[config.mk]
export PLATFORM = sky130hd
export DESIGN_NAME = fetch_stage_flat
export DESIGN_NICKNAME = d
export VERILOG_FILES = /design/src/rtl/fetch_stage_if.sv /design/src/rtl/fetch_stage.sv /design/src/flat_wrapper.sv
export SDC_FILE = /design/constraint.sdc
export NUM_CORES = 1
export LEC_CHECK = 0
export BUFFER_PORTS_ARGS = -buffer_cell sky130_fd_sc_hd__buf_2
export CORE_MARGIN = 5
export CORE_UTILIZATION = 40
export CTS_BUF_LIST = sky130_fd_sc_hd__clkbuf_8
export DETAILED_ROUTE_END_ITERATION = 8
export GPL_ROUTABILITY_DRIVEN = 0
export HOLD_SLACK_MARGIN = 0.06
export PLACE_DENSITY = 0.68
export SYNTH_ARGS = -nofsm -noshare
export SYNTH_HDL_FRONTEND = slang
export SYNTH_SLANG_ARGS = --single-unit
[constraint.sdc]
create_clock -name clk -period 7.4 [get_ports clk]
set_input_delay 1.48 -clock clk [delete_from_list [all_inputs] [get_ports clk]]
set_output_delay 1.48 -clock clk [all_outputs]
set_load 0.03 [all_outputs]
[src/rtl/fetch_stage_if.sv]
// fetch_stage_if: handshake/bus bundle between the fetch stage, the hazard/branch
// logic, the instruction memory and the decode stage.
//   master (fetch stage): drives Inst_Address, IF/ID outputs, fetch_done, fetch_count;
//                         receives stall, flush, branch_target, Instruction.
//   slave  (environment): mirror image of master.
interface fetch_stage_if;
    logic        stall;
    logic        flush;
    logic [31:0] branch_target;
    logic [31:0] Instruction;
    logic [31:0] Inst_Address;
    logic [31:0] if_id_pc;
    logic [31:0] if_id_instruction;
    logic        if_id_valid;
    logic        fetch_done;
    logic [31:0] fetch_count;

    modport master (
        input  stall, flush, branch_target, Instruction,
        output Inst_Address, if_id_pc, if_id_instruction, if_id_valid, fetch_done, fetch_count
    );

    modport slave (
        output stall, flush, branch_target, Instruction,
        input  Inst_Address, if_id_pc, if_id_instruction, if_id_valid, fetch_done, fetch_count
    );
endinterface

[src/rtl/fetch_stage.sv]
// fetch_stage: instruction fetch with IF/ID pipeline register.
// Owns the PC, presents it as the byte address to a combinational instruction memory
// and latches {PC, Instruction} into IF/ID. Priority per edge: flush > stall >
// end-of-program guard > normal fetch.
// Ports:
//   clk   - rising-edge clock
//   reset - asynchronous active-high reset
//   bus   - fetch_stage_if.master (stall/flush/branch_target/Instruction in;
//           Inst_Address, if_id_pc, if_id_instruction, if_id_valid, fetch_done,
//           fetch_count out)
module fetch_stage #(
    parameter logic [31:0] RESET_PC  = 32'h0000_0000,
    parameter logic [31:0] MEM_BYTES = 32'd84,
    parameter logic [31:0] NOP_INSN  = 32'h0000_0013
) (
    input  logic          clk,
    input  logic          reset,
    fetch_stage_if.master bus
);

    localparam logic [31:0] LastAddr = MEM_BYTES - 32'd4;

    logic [31:0] r_pc;
    logic [31:0] r_if_id_pc;
    logic [31:0] r_if_id_insn;
    logic        r_if_id_valid;
    logic [31:0] r_fetch_count;

    logic [31:0] w_pc_next;
    logic [31:0] w_if_id_pc_next;
    logic [31:0] w_if_id_insn_next;
    logic        w_if_id_valid_next;
    logic [31:0] w_fetch_count_next;
    logic        w_fetch_done;

    // Beyond the last word or misaligned: stop sampling the memory.
    assign w_fetch_done = (r_pc > LastAddr) || (r_pc[1:0] != 2'b00);

    always_comb begin
        w_pc_next          = r_pc;
        w_if_id_pc_next    = r_if_id_pc;
        w_if_id_insn_next  = r_if_id_insn;
        w_if_id_valid_next = r_if_id_valid;
        w_fetch_count_next = r_fetch_count;
        if (bus.flush) begin
            w_pc_next          = {bus.branch_target[31:2], 2'b00};
            w_if_id_pc_next    = 32'd0;
            w_if_id_insn_next  = NOP_INSN;
            w_if_id_valid_next = 1'b0;
        end else if (bus.stall) begin
            // hold everything
        end else if (w_fetch_done) begin
            w_if_id_pc_next    = 32'd0;
            w_if_id_insn_next  = NOP_INSN;
            w_if_id_valid_next = 1'b0;
        end else begin
            w_pc_next          = r_pc + 32'd4;
            w_if_id_pc_next    = r_pc;
            w_if_id_insn_next  = bus.Instruction;
            w_if_id_valid_next = 1'b1;
            w_fetch_count_next = r_fetch_count + 32'd1;
        end
    end

    always_ff @(posedge clk or posedge reset) begin
        if (reset) begin
            r_pc          <= RESET_PC;
            r_if_id_pc    <= 32'd0;
            r_if_id_insn  <= NOP_INSN;
            r_if_id_valid <= 1'b0;
            r_fetch_count <= 32'd0;
        end else begin
            r_pc          <= w_pc_next;
            r_if_id_pc    <= w_if_id_pc_next;
            r_if_id_insn  <= w_if_id_insn_next;
            r_if_id_valid <= w_if_id_valid_next;
            r_fetch_count <= w_fetch_count_next;
        end
    end

    assign bus.Inst_Address      = r_pc;
    assign bus.fetch_done        = w_fetch_done;
    assign bus.if_id_pc          = r_if_id_pc;
    assign bus.if_id_instruction = r_if_id_insn;
    assign bus.if_id_valid       = r_if_id_valid;
    assign bus.fetch_count       = r_fetch_count;

endmodule

[src/flat_wrapper.sv]
// flat-port wrapper written by rule: the top's interface ports become plain ports
module fetch_stage_flat 
#(
    parameter logic [31:0] RESET_PC  = 32'h0000_0000,
    parameter logic [31:0] MEM_BYTES = 32'd84,
    parameter logic [31:0] NOP_INSN  = 32'h0000_0013
)
  (clk, reset, bus_stall, bus_flush, bus_branch_target, bus_Instruction, bus_Inst_Address, bus_if_id_pc, bus_if_id_instruction, bus_if_id_valid, bus_fetch_done, bus_fetch_count);
  fetch_stage_if bus_i ();
  input  logic clk;
  input  logic reset;
  input wire logic [$bits(bus_i.stall)-1:0] bus_stall;
  input wire logic [$bits(bus_i.flush)-1:0] bus_flush;
  input wire logic [$bits(bus_i.branch_target)-1:0] bus_branch_target;
  input wire logic [$bits(bus_i.Instruction)-1:0] bus_Instruction;
  output wire logic [$bits(bus_i.Inst_Address)-1:0] bus_Inst_Address;
  output wire logic [$bits(bus_i.if_id_pc)-1:0] bus_if_id_pc;
  output wire logic [$bits(bus_i.if_id_instruction)-1:0] bus_if_id_instruction;
  output wire logic [$bits(bus_i.if_id_valid)-1:0] bus_if_id_valid;
  output wire logic [$bits(bus_i.fetch_done)-1:0] bus_fetch_done;
  output wire logic [$bits(bus_i.fetch_count)-1:0] bus_fetch_count;
  assign bus_i.stall = bus_stall;
  assign bus_i.flush = bus_flush;
  assign bus_i.branch_target = bus_branch_target;
  assign bus_i.Instruction = bus_Instruction;
  assign bus_Inst_Address = bus_i.Inst_Address;
  assign bus_if_id_pc = bus_i.if_id_pc;
  assign bus_if_id_instruction = bus_i.if_id_instruction;
  assign bus_if_id_valid = bus_i.if_id_valid;
  assign bus_fetch_done = bus_i.fetch_done;
  assign bus_fetch_count = bus_i.fetch_count;
  fetch_stage #(.RESET_PC(RESET_PC), .MEM_BYTES(MEM_BYTES), .NOP_INSN(NOP_INSN)) u_core (.clk(clk), .reset(reset), .bus(bus_i));
endmodule
==> results of run 1 <==
==> layout by cell type, fill, tap and decap left out, drive strengths merged, types with 4 or more instances in the layout <==
| master | instances |
|---|---|
| buf | 194 |
| xor2 | 12 |
| nor2 | 6 |
| nand2 | 24 |
| nor3 | 9 |
| dfrtp | 123 |
| nor4 | 6 |
| and4 | 4 |
| o21ai | 6 |
| nand4 | 13 |
| clkbuf | 18 |
| mux2 | 26 |
| inv | 7 |
| xnor2 | 22 |
| nand3 | 17 |
| a22o | 32 |
| bufinv | 7 |
| and2 | 27 |
| and3 | 7 |
==> worst max-delay path, delay by kind of cell (launching register included) <==
family | cells | cell delay (ps)
and+or+nand+nor | 3 | 760
adders and majority gates | 1 | 150
buffers and inverters | 2 | 300
DFF | 1 | 400
AOI/OAI and AO/OA | 1 | 440
==> where the power goes <==
part / internal [µW] / leakage [µW] / switching [µW] / total, µW
combinational: 41.5 / 0.00155 / 78.0 / 119
sequential: 705 / 0.00168 / 15.0 / 720
clock: 479 / 0.000250 / 273 / 752
total: 1230 / 0.00348 / 366 / 1590
==> Yosys cell counts, types with 2 or more instances <==
library cell    n  share of area
a22o_1         32          0.056
and2_1         27          0.034
and3_1          7         0.0088
and4_1          4         0.0070
buf_1           2         0.0015
buf_2           4         0.0040
buf_4           4         0.0060
clkbuf_1       12         0.0090
dfrtp_1       123           0.62
dfstp_2         3          0.016
ha_1            3         0.0075
inv_1           5         0.0038
mux2_2         26          0.059
nand2_1        24          0.018
nand3_1        16          0.016
nand4_1        13          0.016
nor2_1          6         0.0045
nor2b_1         3         0.0038
nor3_1          9         0.0090
nor4_1          6         0.0075
o21ai_0         5         0.0050
o22a_1          3         0.0053
or3_1           3         0.0038
or4_1           2         0.0030
xnor2_1        22          0.039
xor2_1         12          0.021
==> metrics by stage <==
step / utilization / total power (µW) / hold WS, ps / instance area [µm²] / setup slack, ps
6_report: 0.5454 / 1591 / 467.8 / 6605 / 3424
2_1_floorplan: - / 806.0 / 624.4 / 5004 / 2569
4_1_cts: 0.5454 / 1613 / 472.8 / 6605 / 3377
3_3_place_gp: 0.5033 / 850.8 / 456.1 / 6096 / 3725
3_5_place_dp: 0.5033 / 853.9 / 458.6 / 6096 / 3651
5_1_grt: 0.5454 / 1661 / 476.5 / 6605 / 3235
==> per-layer routing <==
metal	GRT usage	vias up	share of wire
met5	0	-	0
met4	0.06022	0	0.012
met3	0.07707	13	0.097
met2	0.2711	156	0.48
met1	0.2081	1819	0.41
li1	-	1745	-
==> flip-flops by register name, summed over array words and instances, names as in the netlist <==
register                      flops
u_core.bus.Inst_Address          30
u_core.bus.fetch_count           32
u_core.bus.if_id_valid            1
u_core.bus.if_id_pc              31
u_core.bus.if_id_instruction     32
==> area by class of cell <==
class	count	area share
Clock buffer	18	0.03751
Clock inverter	14	0.03959
Inverter	5	0.003220
Multi-Input combinational cell	236	0.2625
Sequential cell	126	0.4779
Tap cell	168	0.03182
Timing Repair Buffer	194	0.1474
==> cell families (layout without fill, tap and decap cells) <==
family	after synthesis	count (layout)	share of synthesized area
xor+xnor	34	34	0.05956
other cells	1	2	0.0007500
fa+ha+maj	3	3	0.007508
buf+inv	27	231	0.02427
flops	126	126	0.6314
compound gates	44	44	0.07107
mux	26	26	0.05856
simple gates	127	127	0.1469
==> final timing paths <==
path | startpoint | end | slack [ps] | depth (start not counted)
hold reg to reg | u_core.bus.if_id_valid$_DFFE_PP0P_ | u_core.bus.if_id_valid$_DFFE_PP0P_ | 470 | 2
min in group asynchronous | reset | u_core.bus.Inst_Address[22]$_DFFE_PP0P_ | 1170 | 2
max in group asynchronous | reset | u_core.bus.Inst_Address[3]$_DFFE_PP0P_ | 4910 | 3
setup reg to reg | u_core.bus.Inst_Address[15]$_DFFE_PP0P_ | u_core.bus.fetch_count[18]$_DFFE_PP0P_ | 4640 | 5
hold / removal | u_core.bus.if_id_valid$_DFFE_PP0P_ | u_core.bus.if_id_valid$_DFFE_PP0P_ | 470 | 2
setup / recovery | u_core.bus.Inst_Address[2]$_DFFE_PP0P_ | bus_fetch_done | 3420 | 7
==> flow_metrics.tcl, run 1 <==
set metrics [dict create \
    outcome "completed" \
    rsz0062_at_grt "no" \
    drc 0 \
    fin_cells 761 \
    hp-class "reg -> reg" \
    clkSinkCount 126 \
    dpl.hpwl_um 8882 \
    syn_avg_cell_area_um2 12.89 \
    vias 3733 \
    grt_max_degree 67 \
    antennaDiodeCount 0 \
    ios 198 \
    fmax_mhz 251.5 \
    grt_pass1_vias 3860 \
    crit_type "reg -> out" \
    synth_warnings 0 \
    period_share 0.5373 \
    die-area_um2 14840 \
    yosysUniqueCellTypes 38 \
    track_usage 0.1713 \
    drive_gt1_frac 0.4401 \
    clk_path_buf_depth 2 \
    synth_top_flop_cell "dfrtp_1" \
    worstPathMaxFanout 8 \
    final-setup-viol-count 0 \
    min_period_ps 3976 \
    place.detailed.instances 729 \
    required_ps 5920 \
    relSlewSlack 0.2082 \
    rows 40 \
    wl_per_cell_um 16.17 \
    drt_wl_total_um 12310 \
    layout.nets 651 \
    hold_violations 0 \
    slowest_delay_ps 540 \
    initial_core_util 0.4128 \
    antenna_found_initial 0 \
    start_kind "flop" \
    worst_pin_slew_ps 1185 \
    multi_input_area_um2 1734 \
    synthArstFlopShare 1.000 \
    clk_transition_reported_paths_ps 70 \
    arrival_ps 2500 \
    leakage_uw 0.003481 \
    ant_nets 0 \
    htree_levels 4 \
    cts_setup_buffers 0 \
    setup_tns_ps 0 \
    area_growth_syn_to_layout_pct 32.11 \
    cts_buffers 17 \
    io_buffer_count 193 \
    drtPass1Iterations 4 \
    irDropWorstVdd_uv 210.1 \
    crit_path_end_kind "primary output" \
    grt-ovfl-total 0 \
    die_h_um 121.8 \
    netlist_area_um2 5000 \
    seq_area_um2 3157 \
    cts_tree "done" \
    grt_pass1_wl_um 19820 \
    synth_edf_count 0 \
    postCtsHoldBufs 0 \
    syn-instance-count 388 \
    first_iter_violations 185 \
    path_cells "inv_1, ha_1, nor2b_1, o21ai_1, nand2_1, or4_1, buf_2" \
    cts_resized 0 \
    power.density_nw_per_um2 240.9 \
    crit_slowest_cell "or4_1" \
    max_cap_violations 0 \
    nFillCells 1080 \
    cts-root-buf "clkbuf_8" \
    yosys_register_bits 126 \
    die_x_um 121.8 \
    vias_per_cell 4.905 \
    clk_latency_ps 450 \
    fin_skew_ps 12.55 \
    ys_seq_area_frac 0.6314 \
    coreArea_um2 12110 \
    slew_viol_final 0 \
]
(Power assumes the default switching activity.)
==> run 2, diff against run 1 <==
Clock period 7.4 ns to 3.7 ns, I/O delays scaled along.
==> flow_metrics.tcl, run 2 (synthesis gave the netlist of run 1 again) <==
set metrics [dict create \
    outcome "completed" \
    initial_core_util 0.4128 \
    hp-class "in -> async" \
    start_kind "flop" \
    drtPass1Iterations 4 \
    p_clk_frac 0.400 \
    antenna_found_initial 0 \
    utilization 0.5372 \
    crit_path_end_kind "primary output" \
    power.density_nw_per_um2 430.5 \
    area_growth_syn_to_layout_pct 30.13 \
    coreArea_um2 12110 \
    met1_usage 0.2100 \
    max_cap_violations 0 \
    rsz0062_at_grt "no" \
    required_ps 2960 \
    dpl.hpwl_um 8745 \
    final-setup-viol-count 0 \
    grt_pass1_vias 3882 \
    p_int_uw 2090 \
    drt_wl_total_um 12240 \
    crit_type "reg -> out" \
    track_usage 0.1693 \
    worst_pin_slew_ps 938.3 \
    slew_viol_final 0 \
    final_cell_mix "buf_2 (193), dfrtp_1 (123), a22o_1 (32)" \
    grt-ovfl-total 0 \
    vias 3738 \
    relSlewSlack 0.3745 \
    leakage_uw 0.003436 \
    fin_skew_ps 7.882 \
    ant_nets 0 \
    p_sw_uw 711.2 \
    setup_tns_ps 0 \
    clk_path_buf_depth 2 \
    grt_max_degree 76 \
    die_x_um 121.8 \
    antennaDiodeCount 0 \
    cts_buffers 17 \
    drive_gt1_frac 0.4439 \
    clk_transition_reported_paths_ps 70 \
    vias_per_cell 4.886 \
    hold_violations 0 \
    fmax_mhz 302.6 \
    wl_per_cell_um 16.01 \
    cts_tree "done" \
    cts_setup_buffers 0 \
    dpl_cell_area_um2 6127 \
    postCtsHoldBufs 0 \
    path_cells "nor4_1, and4_1, nand2_1, or4_1, buf_2" \
    cts_resized 0 \
    worstPathMaxFanout 7 \
    final_common_cell "buf_2" \
    power_frac_seq 0.513 \
    first_iter_violations 202 \
    cts-root-buf "clkbuf_8" \
    slowest_delay_ps 550 \
    layout.nets 655 \
    die_h_um 121.8 \
    htree_levels 4 \
    crit_slowest_cell "or4_1" \
    grtUsageMet3 0.07289 \
    clk_latency_ps 430 \
    period_share 0.8932 \
    crit_buf_inv 1 \
    comb_power_share 0.087 \
    die-area_um2 14840 \
    rows 40 \
    grt_pass1_wl_um 19700 \
    power.total_uw 2801 \
    gr-max-usage-layer "met2" \
    io_buffer_count 193 \
    met2_usage 0.2573 \
    crit_family "simple AND/OR/NAND/NOR gates" \
    p_sw_frac 0.2539 \
    min_period_ps 3305 \
    irDropWorstVdd_uv 269.3 \
    ios 198 \
    drc 0 \
    stdcell_area_um2 6506 \
    clkSinkCount 126 \
    arrival_ps 2560 \
]
[run 2: changes by cell type in the layout (fill, tap and decap cells not counted), sizes merged]
cell / before / now
bufinv: 7 / 1
buf: 194 / 198
clkbuf: 18 / 21
clkinv: 3 / 6
clkinvlp: 2 / 5
inv: 7 / 4
[run 2: per-layer routing]
layer | up-vias | part of all wire
li1 | 1765 | -
met1 | 1802 | 0.42
met2 | 147 | 0.46
met3 | 24 | 0.089
met4 | 0 | 0.025
met5 | - | 0
[run 2: power groups by stage]
stage	sequential [µW]	combinational, µW	clock, µW
after floorplan	1520	87.8	0
after global placement	1460	243	0
after detailed placement	1460	246	0
after CTS	1440	248	1160
after global routing	1440	266	1230
final	1440	243	1120
[run 2: final timing paths]
| check | from | to | slack, ps | cells after the start |
|---|---|---|---|---|
| worst max-delay path | u_core.bus.Inst_Address[20]$_DFFE_PP0P_ | bus_fetch_done | 400 | 5 |
| worst min-delay path | reset | u_core.bus.fetch_count[13]$_DFFE_PP0P_ | 170 | 2 |
| worst max register to register | u_core.bus.Inst_Address[14]$_DFFE_PP0P_ | u_core.bus.if_id_instruction[30]$_DFFE_PP0P_ | 1170 | 5 |
| worst min register to register | u_core.bus.fetch_count[31]$_DFFE_PP0P_ | u_core.bus.fetch_count[31]$_DFFE_PP0P_ | 460 | 1 |
| max in group asynchronous | reset | u_core.bus.if_id_instruction[6]$_DFFE_PP0P_ | 2440 | 3 |
| min in group clk | u_core.bus.fetch_count[31]$_DFFE_PP0P_ | u_core.bus.fetch_count[31]$_DFFE_PP0P_ | 460 | 1 |
[run 2: stage by stage]
| stage | hold WS (ps) | setup slack (ps) | cells |
|---|---|---|---|
| 2_1_floorplan | 624.4 | 938.1 | 389 |
| 3_3_place_gp | 458.6 | 834.8 | 733 |
| 3_5_place_dp | 458.0 | 829.3 | 733 |
| 4_1_cts | 133.4 | 324.3 | 765 |
| 5_1_grt | 129.9 | 146.6 | 765 |
| 6_report | 168.7 | 395.2 | 765 |
[run 2: final cells by class]
| class | count | area (µm²) |
|---|---|---|
| Sequential cell | 126 | 3157 |
| Clock buffer | 21 | 289.0 |
| Fill cell | 1077 | 5605 |
| Timing Repair Buffer | 198 | 1003 |
| Inverter | 5 | 22.52 |
| Clock inverter | 11 | 90.09 |
| Tap cell | 168 | 210.2 |
| Multi-Input combinational cell | 236 | 1734 |
[run 2: worst reg2reg max path: cells and delay by family, from the launching register on]
family          cells  cell delay (ps)
compound gates      1              230
simple gates        3             1450
flops               1              390
buf+inv             1              400
